==> src/rtl/median_win_seq.sv <==
// Window fetch sequencer: walks the 3x3 neighbourhood of each centre pixel through
// a req/ack frame-memory port (edge-replicated) and hands the packed window to the sorter.
module median_win_seq #(
  parameter int DW = 8,
  parameter int AW = 18
) (
  input  logic            CLK,
  input  logic            RST,
  input  logic            start_sig,
  input  logic [9:0]      rows,
  input  logic [9:0]      cols,
  output logic            cnt_start_sig,
  input  logic            pix_done_sig,
  input  logic [9:0]      row_addr_sig,
  input  logic [9:0]      column_addr_sig,
  output logic            nxt_pix_sig,
  output logic            rd_req,
  output logic [AW-1:0]   rd_addr,
  input  logic            rd_ack,
  input  logic [DW-1:0]   rd_data,
  output logic [9*DW-1:0] win_data,
  output logic            win_vld,
  input  logic            win_rdy,
  output logic            busy,
  output logic            frame_done
);

  typedef enum logic [2:0] {
    S_IDLE, S_KICK, S_WAIT, S_FETCH, S_OUT, S_ADV, S_DONE
  } state_t;

  state_t        state, state_nxt;
  logic          start_p1;
  logic          start_rise;
  logic [9:0]    rows_q, cols_q;
  logic [9:0]    ctr_r, ctr_c;
  logic [3:0]    k;
  logic [AW-1:0] addr_q;
  logic [DW-1:0] tap [9];
  logic          last_tap;
  logic          last_pix;
  logic          idle_like;

  // Offset index 0/1/2 stands for -1/0/+1 around the centre.
  function automatic logic [1:0] tap_row_off(input logic [3:0] kk);
    case (kk)
      4'd0, 4'd1, 4'd2: return 2'd0;
      4'd3, 4'd4, 4'd5: return 2'd1;
      default:          return 2'd2;
    endcase
  endfunction

  function automatic logic [1:0] tap_col_off(input logic [3:0] kk);
    case (kk)
      4'd0, 4'd3, 4'd6: return 2'd0;
      4'd1, 4'd4, 4'd7: return 2'd1;
      default:          return 2'd2;
    endcase
  endfunction

  // Saturate (ctr + off - 1) into 1..lim; computed at 11 bits so ctr+2 cannot wrap.
  function automatic logic [9:0] clamp_idx(input logic [9:0] ctr,
                                           input logic [1:0] off,
                                           input logic [9:0] lim);
    logic [10:0] t;
    t = {1'b0, ctr} + {9'd0, off};
    if (t <= 11'd1)
      return 10'd1;
    else if ((t - 11'd1) > {1'b0, lim})
      return lim;
    else
      return 10'(t - 11'd1);
  endfunction

  function automatic logic [AW-1:0] tap_addr(input logic [9:0] rc,
                                             input logic [9:0] cc,
                                             input logic [3:0] kk,
                                             input logic [9:0] nr,
                                             input logic [9:0] nc);
    logic [9:0]  r, c;
    logic [19:0] prod;
    logic [20:0] sum;
    r    = clamp_idx(rc, tap_row_off(kk), nr);
    c    = clamp_idx(cc, tap_col_off(kk), nc);
    prod = {10'd0, r - 10'd1} * {10'd0, nc};
    sum  = {1'b0, prod} + {11'd0, c - 10'd1};
    return AW'(sum);
  endfunction

  assign start_rise = start_sig & ~start_p1;
  assign idle_like  = (state == S_IDLE) || (state == S_DONE);
  assign last_tap   = (k == 4'd8);
  assign last_pix   = (ctr_r == rows_q) && (ctr_c == cols_q);
  assign rd_addr    = addr_q;

  always_ff @(posedge CLK) begin
    if (RST)
      state <= S_IDLE;
    else
      state <= state_nxt;
  end

  always_comb begin
    state_nxt = state;
    case (state)
      S_IDLE, S_DONE: if (start_rise) state_nxt = S_KICK;
      S_KICK:         state_nxt = S_WAIT;
      S_WAIT:         if (pix_done_sig) state_nxt = S_FETCH;
      S_FETCH:        if (rd_ack && last_tap) state_nxt = S_OUT;
      S_OUT:          if (win_rdy) state_nxt = last_pix ? S_DONE : S_ADV;
      S_ADV:          state_nxt = S_WAIT;
      default:        state_nxt = S_IDLE;
    endcase
  end

  always_comb begin
    cnt_start_sig = (state == S_KICK);
    nxt_pix_sig   = (state == S_ADV);
    rd_req        = (state == S_FETCH);
    win_vld       = (state == S_OUT);
    frame_done    = (state == S_DONE);
    busy          = !idle_like;
  end

  // Frame geometry, centre latch, tap index and the registered read address.
  always_ff @(posedge CLK) begin
    if (RST) begin
      start_p1 <= 1'b0;
      rows_q   <= '0;
      cols_q   <= '0;
      ctr_r    <= '0;
      ctr_c    <= '0;
      k        <= '0;
      addr_q   <= '0;
      for (int i = 0; i < 9; i++) tap[i] <= '0;
    end else begin
      start_p1 <= start_sig;
      if (idle_like && start_rise) begin
        rows_q <= rows;
        cols_q <= cols;
      end
      if (state == S_WAIT && pix_done_sig) begin
        ctr_r  <= row_addr_sig;
        ctr_c  <= column_addr_sig;
        k      <= 4'd0;
        addr_q <= tap_addr(row_addr_sig, column_addr_sig, 4'd0, rows_q, cols_q);
      end
      if (state == S_FETCH && rd_ack) begin
        for (int i = 0; i < 9; i++)
          if (k == 4'(i)) tap[i] <= rd_data;
        if (!last_tap) begin
          k      <= k + 4'd1;
          addr_q <= tap_addr(ctr_r, ctr_c, k + 4'd1, rows_q, cols_q);
        end
      end
    end
  end

  always_comb begin
    win_data = '0;
    for (int i = 0; i < 9; i++)
      win_data[DW*i +: DW] = tap[i];
  end

endmodule

==> config.mk <==
export PLATFORM = sky130hd
export DESIGN_NAME = median_win_seq
export DESIGN_NICKNAME = d
export VERILOG_FILES = /design/src/rtl/median_win_seq.sv
export SDC_FILE = /design/constraint.sdc
export NUM_CORES = 1
export LEC_CHECK = 0
export BUFFER_PORTS_ARGS = -buffer_cell sky130_fd_sc_hd__buf_2
export CORE_ASPECT_RATIO = 1.25
export CORE_MARGIN = 4
export CORE_UTILIZATION = 65
export CTS_CLUSTER_SIZE = 30
export DETAILED_ROUTE_END_ITERATION = 12
export PLACE_DENSITY = 0.87
export SLEW_MARGIN = 15
export SYNTH_ARGS = -nofsm -noshare
export SYNTH_HDL_FRONTEND = slang
export SYNTH_SLANG_ARGS = --single-unit
==> constraint.sdc <==
create_clock -name CLK -period 27.8 [get_ports CLK]
set_clock_uncertainty 0.15 [all_clocks]
set_input_delay 5.56 -clock CLK [delete_from_list [all_inputs] [get_ports CLK]]
set_output_delay 5.56 -clock CLK [all_outputs]
set_load 0.02 [all_outputs]
==> results list <==
* Nature of the critical path endpoint: flip-flop
- Dividing the final minimum period by the clock period gives 55.3%.
- TritonCTS built the clock tree.
- Headroom to the max-slew limit came out at 22.1%.
- For this run, the number of Yosys warnings is 0.
- In this run the deepest clock path goes through 2 buffers.
- Final GP Congestion: 1.05
- Final Routed Wirelength: 46,400 um
- In the final timing run, aggregate negative setup slack is 0 ns.
- Number of library cell types mapped by synthesis: 92
- Layout cells sized above 1: 12.6%
- Fillers: 1,807
- Counting flops with an async set or reset pin after synthesis yields a share of 0%.
- Power spread over the standard cell area amounts to 92.2 nW/um^2.
- For the worst-skew pair, the clock arrives at the later sink with an insertion delay of 0.44 ns.
* Aggregate global-route resource usage: 34.2%
* Final Critical Period: 15.36 ns
* Remaining antenna violation count: 0
* Critical Path Most Common Cell: fa_1
* Placeable core region: 24,500 um^2
- Die X-Extent: 149 um
* Total of hold buffers inserted after clock tree synthesis: 0
* Io pins: 150
- Hold violation total from the final report: 0
- Clock root buffer: clkbuf_16
- MaxCap Viol Count: 0
* Post-synthesis register bit count: 138
- In the final routed layout, each cell accounts on average for 20.1 um.
- Slowest library cell on the worst path: xnor2_1
- Leak Pwr: 8.26 nW
- Number of vias in the routed layout: 14,346
* Number of flops mapped to enable cells by yosys: 72
- Total iterations of the first detailed-routing run: 6
- The number of gates resized after CTS was 0.
- Largest net degree at the start of global routing: 78
* Synthesis-to-finish area growth: 9.93%
- The H-tree was split into 4 levels.
- Worst supply voltage drop on vdd: 0.0657 mV
- Overall die area: 27,500 um^2
* Clock sink total: 138
- The final layout contains 2,324 nets.
- Crit Path Class: in2reg
- Most frequently used flop master after synthesis: edfxtp_1
- The flow ran to the end, and the final reports show no timing, DRC or antenna violations.
- Measured slew at the worst slew-check pin: 1.17 ns
* Commonest cells after routing, fill and taps aside: 246 x nand2_1, 210 x inv_1, 160 x ha_1
- Initial Utilization: 66.1%
- Unrepaired setup endpoints after global routing: false
- Synthesis produced a netlist whose cell count is 1,861.
* Number of placement rows: 64
* Mean post-synth cell area: 8.70 um^2
- Final antenna diode count: 0
- Detailed Route Iter0 Violations: 1,212
* Global-route wire length before repair: 74,400 um
- Via-per-instance ratio: 6.21
* Clock Pin Slew Worst Setup and Hold Paths: 0.08 ns
- Number of global-route vias before repair: 14,555
- The library cell used most frequently in the layout, excluding fill and tap cells, is nand2_1.
- The worst hold path belongs to the class reg2reg.
* PortBufs: 149
- After legalization and detailed placement, the total HPWL measured 35,300 um.
- Total of endpoints with negative setup slack in the final report: 0
* Upper clock frequency limit: 0.0651 GHz
* Data required time at the worst endpoint: 28.04 ns
- Kind of start point of the critical path: primary input
- Clock tree synthesis inserted a total of 17 buffers.
- Data on the critical path arrives at its endpoint at 15.60 ns.
- The final max-slew violation count is 0.
* DRC violation count after routing: 0
- Residual overflow from global routing: 0
- Post-route cell area: 17,800 um^2
- Cell area after placement: 17,200 um^2
- Of all nets on the critical path, the largest fanout is 13.
- After synthesis the cells add up to 16,200 um^2.
- Die height: 184 um
- In this run the register-to-register setup slack is 14.59 ns.
- Number of buffers added for setup after CTS: 0
- The share of the Yosys chip area taken by registers is 21.5%.
- The number of nets in the synthesized netlist is 2,219.
* Antenna violations before repair: 1
- On the worst path, the slowest cell contributes a delay of 0.81 ns.
[sequential cells by signal (all words and copies together) (netlist names)]
name and count:
cols_q 10, ctr_c 10, ctr_r 10, k 4, rd_addr 18, rows_q 10
start_p1 1, state 3, tap 72
[worst max-delay path: cells and delay by family]
family          cells  cell delay, ns
fa+ha+maj           9            3.67
compound gates     13            2.81
simple gates        9            1.75
buf+inv             6            0.62
xor+xnor            2            1.13
[final timing paths]
| kind | from | endpoint | cells past startpoint |
|---|---|---|---|
| worst max-delay path | row_addr_sig[0] | rd_addr[17] | 39 |
| worst min register to register | rd_addr[11] | rd_addr[11] | 2 |
| worst max register to register | k[1] | rd_addr[17] | 45 |
| worst min-delay path | rd_addr[11] | rd_addr[11] | 2 |
[cells by family (layout without fill, tap and decap cells)]
group                      count (synthesis)  after routing  share of synthesized area [%]
DFF                                      138            138                           21.5
buffers and inverters                    298            416                           7.04
muxes                                     25             25                           1.58
xor gates and xnor gates                 114            114                           6.21
AOI/OAI and AO/OA                        309            309                           13.1
adders and majority gates                304            304                           30.2
and+or+nand+nor                          673            673                           20.4
[power by group]
| part | internal (mW) | switching [mW] |
|---|---|---|
| clock network | 0.121 | 0.112 |
| logic | 0.431 | 0.718 |
| registers | 0.234 | 0.0255 |
[metrics by stage]
stage	power (mW)	setup WS (ns)	utilization, %	instances	hold WS [ns]
global placement	1.32	12.43	70.2	2277	0.315
finish	1.64	12.44	72.7	2309	0.336
CTS	1.62	12.56	72.6	2309	0.336
global route	1.78	11.56	72.7	2309	0.353
floorplan	1.08	13.15	-	1861	0.315
detailed placement	1.37	12.11	70.2	2277	0.324
[cell type report]
cell class / count / area [um^2] / share of cell area [%]
sequential: 138 / 3480 / 19.6
timing repair buffer: 173 / 926 / 5.20
inverter: 211 / 792 / 4.45
tap: 330 / 413 / 2.32
multi-input combinational: 1425 / 11600 / 65.1
clock inverter: 15 / 170 / 0.956
clock buffer: 17 / 425 / 2.39
[synthesized netlist by cell type (all sizes together) (11+ instances only)]
cell,count,area share [%]
xor2,50,2.7
nand2,247,5.7
edfxtp,72,13
or3,18,0.70
nand4,16,0.66
clkbuf,74,1.7
nand3,37,1.2
and2,73,2.8
fa,144,18
nor3,48,1.5
a21oi,100,3.1
nor2b,17,0.66
mux2i,21,1.3
dfxtp,66,8.2
xnor2,64,3.5
ha,160,12
nor2,114,2.6
o21ai,37,1.1
inv,211,4.9
o21a,13,0.60
a21o,23,1.1
a31oi,14,0.58
o211ai,12,0.56
a211oi,30,1.4
and3,23,0.89
nor3b,11,0.54
buf,13,0.43
nand2b,24,0.97
nor4,13,0.50
[per-layer routing]
metal / track usage [%] / part of all wire [%] / vias to the layer above
li1: - / - / 6518
met3: 5.98 / 7.9 / 234
met4: 19.6 / 6.7 / 2
met1: 38.5 / 35 / 6798
met5: 0 / 0.028 / -
met2: 60.8 / 50 / 794
(Power assumes the default switching activity.)
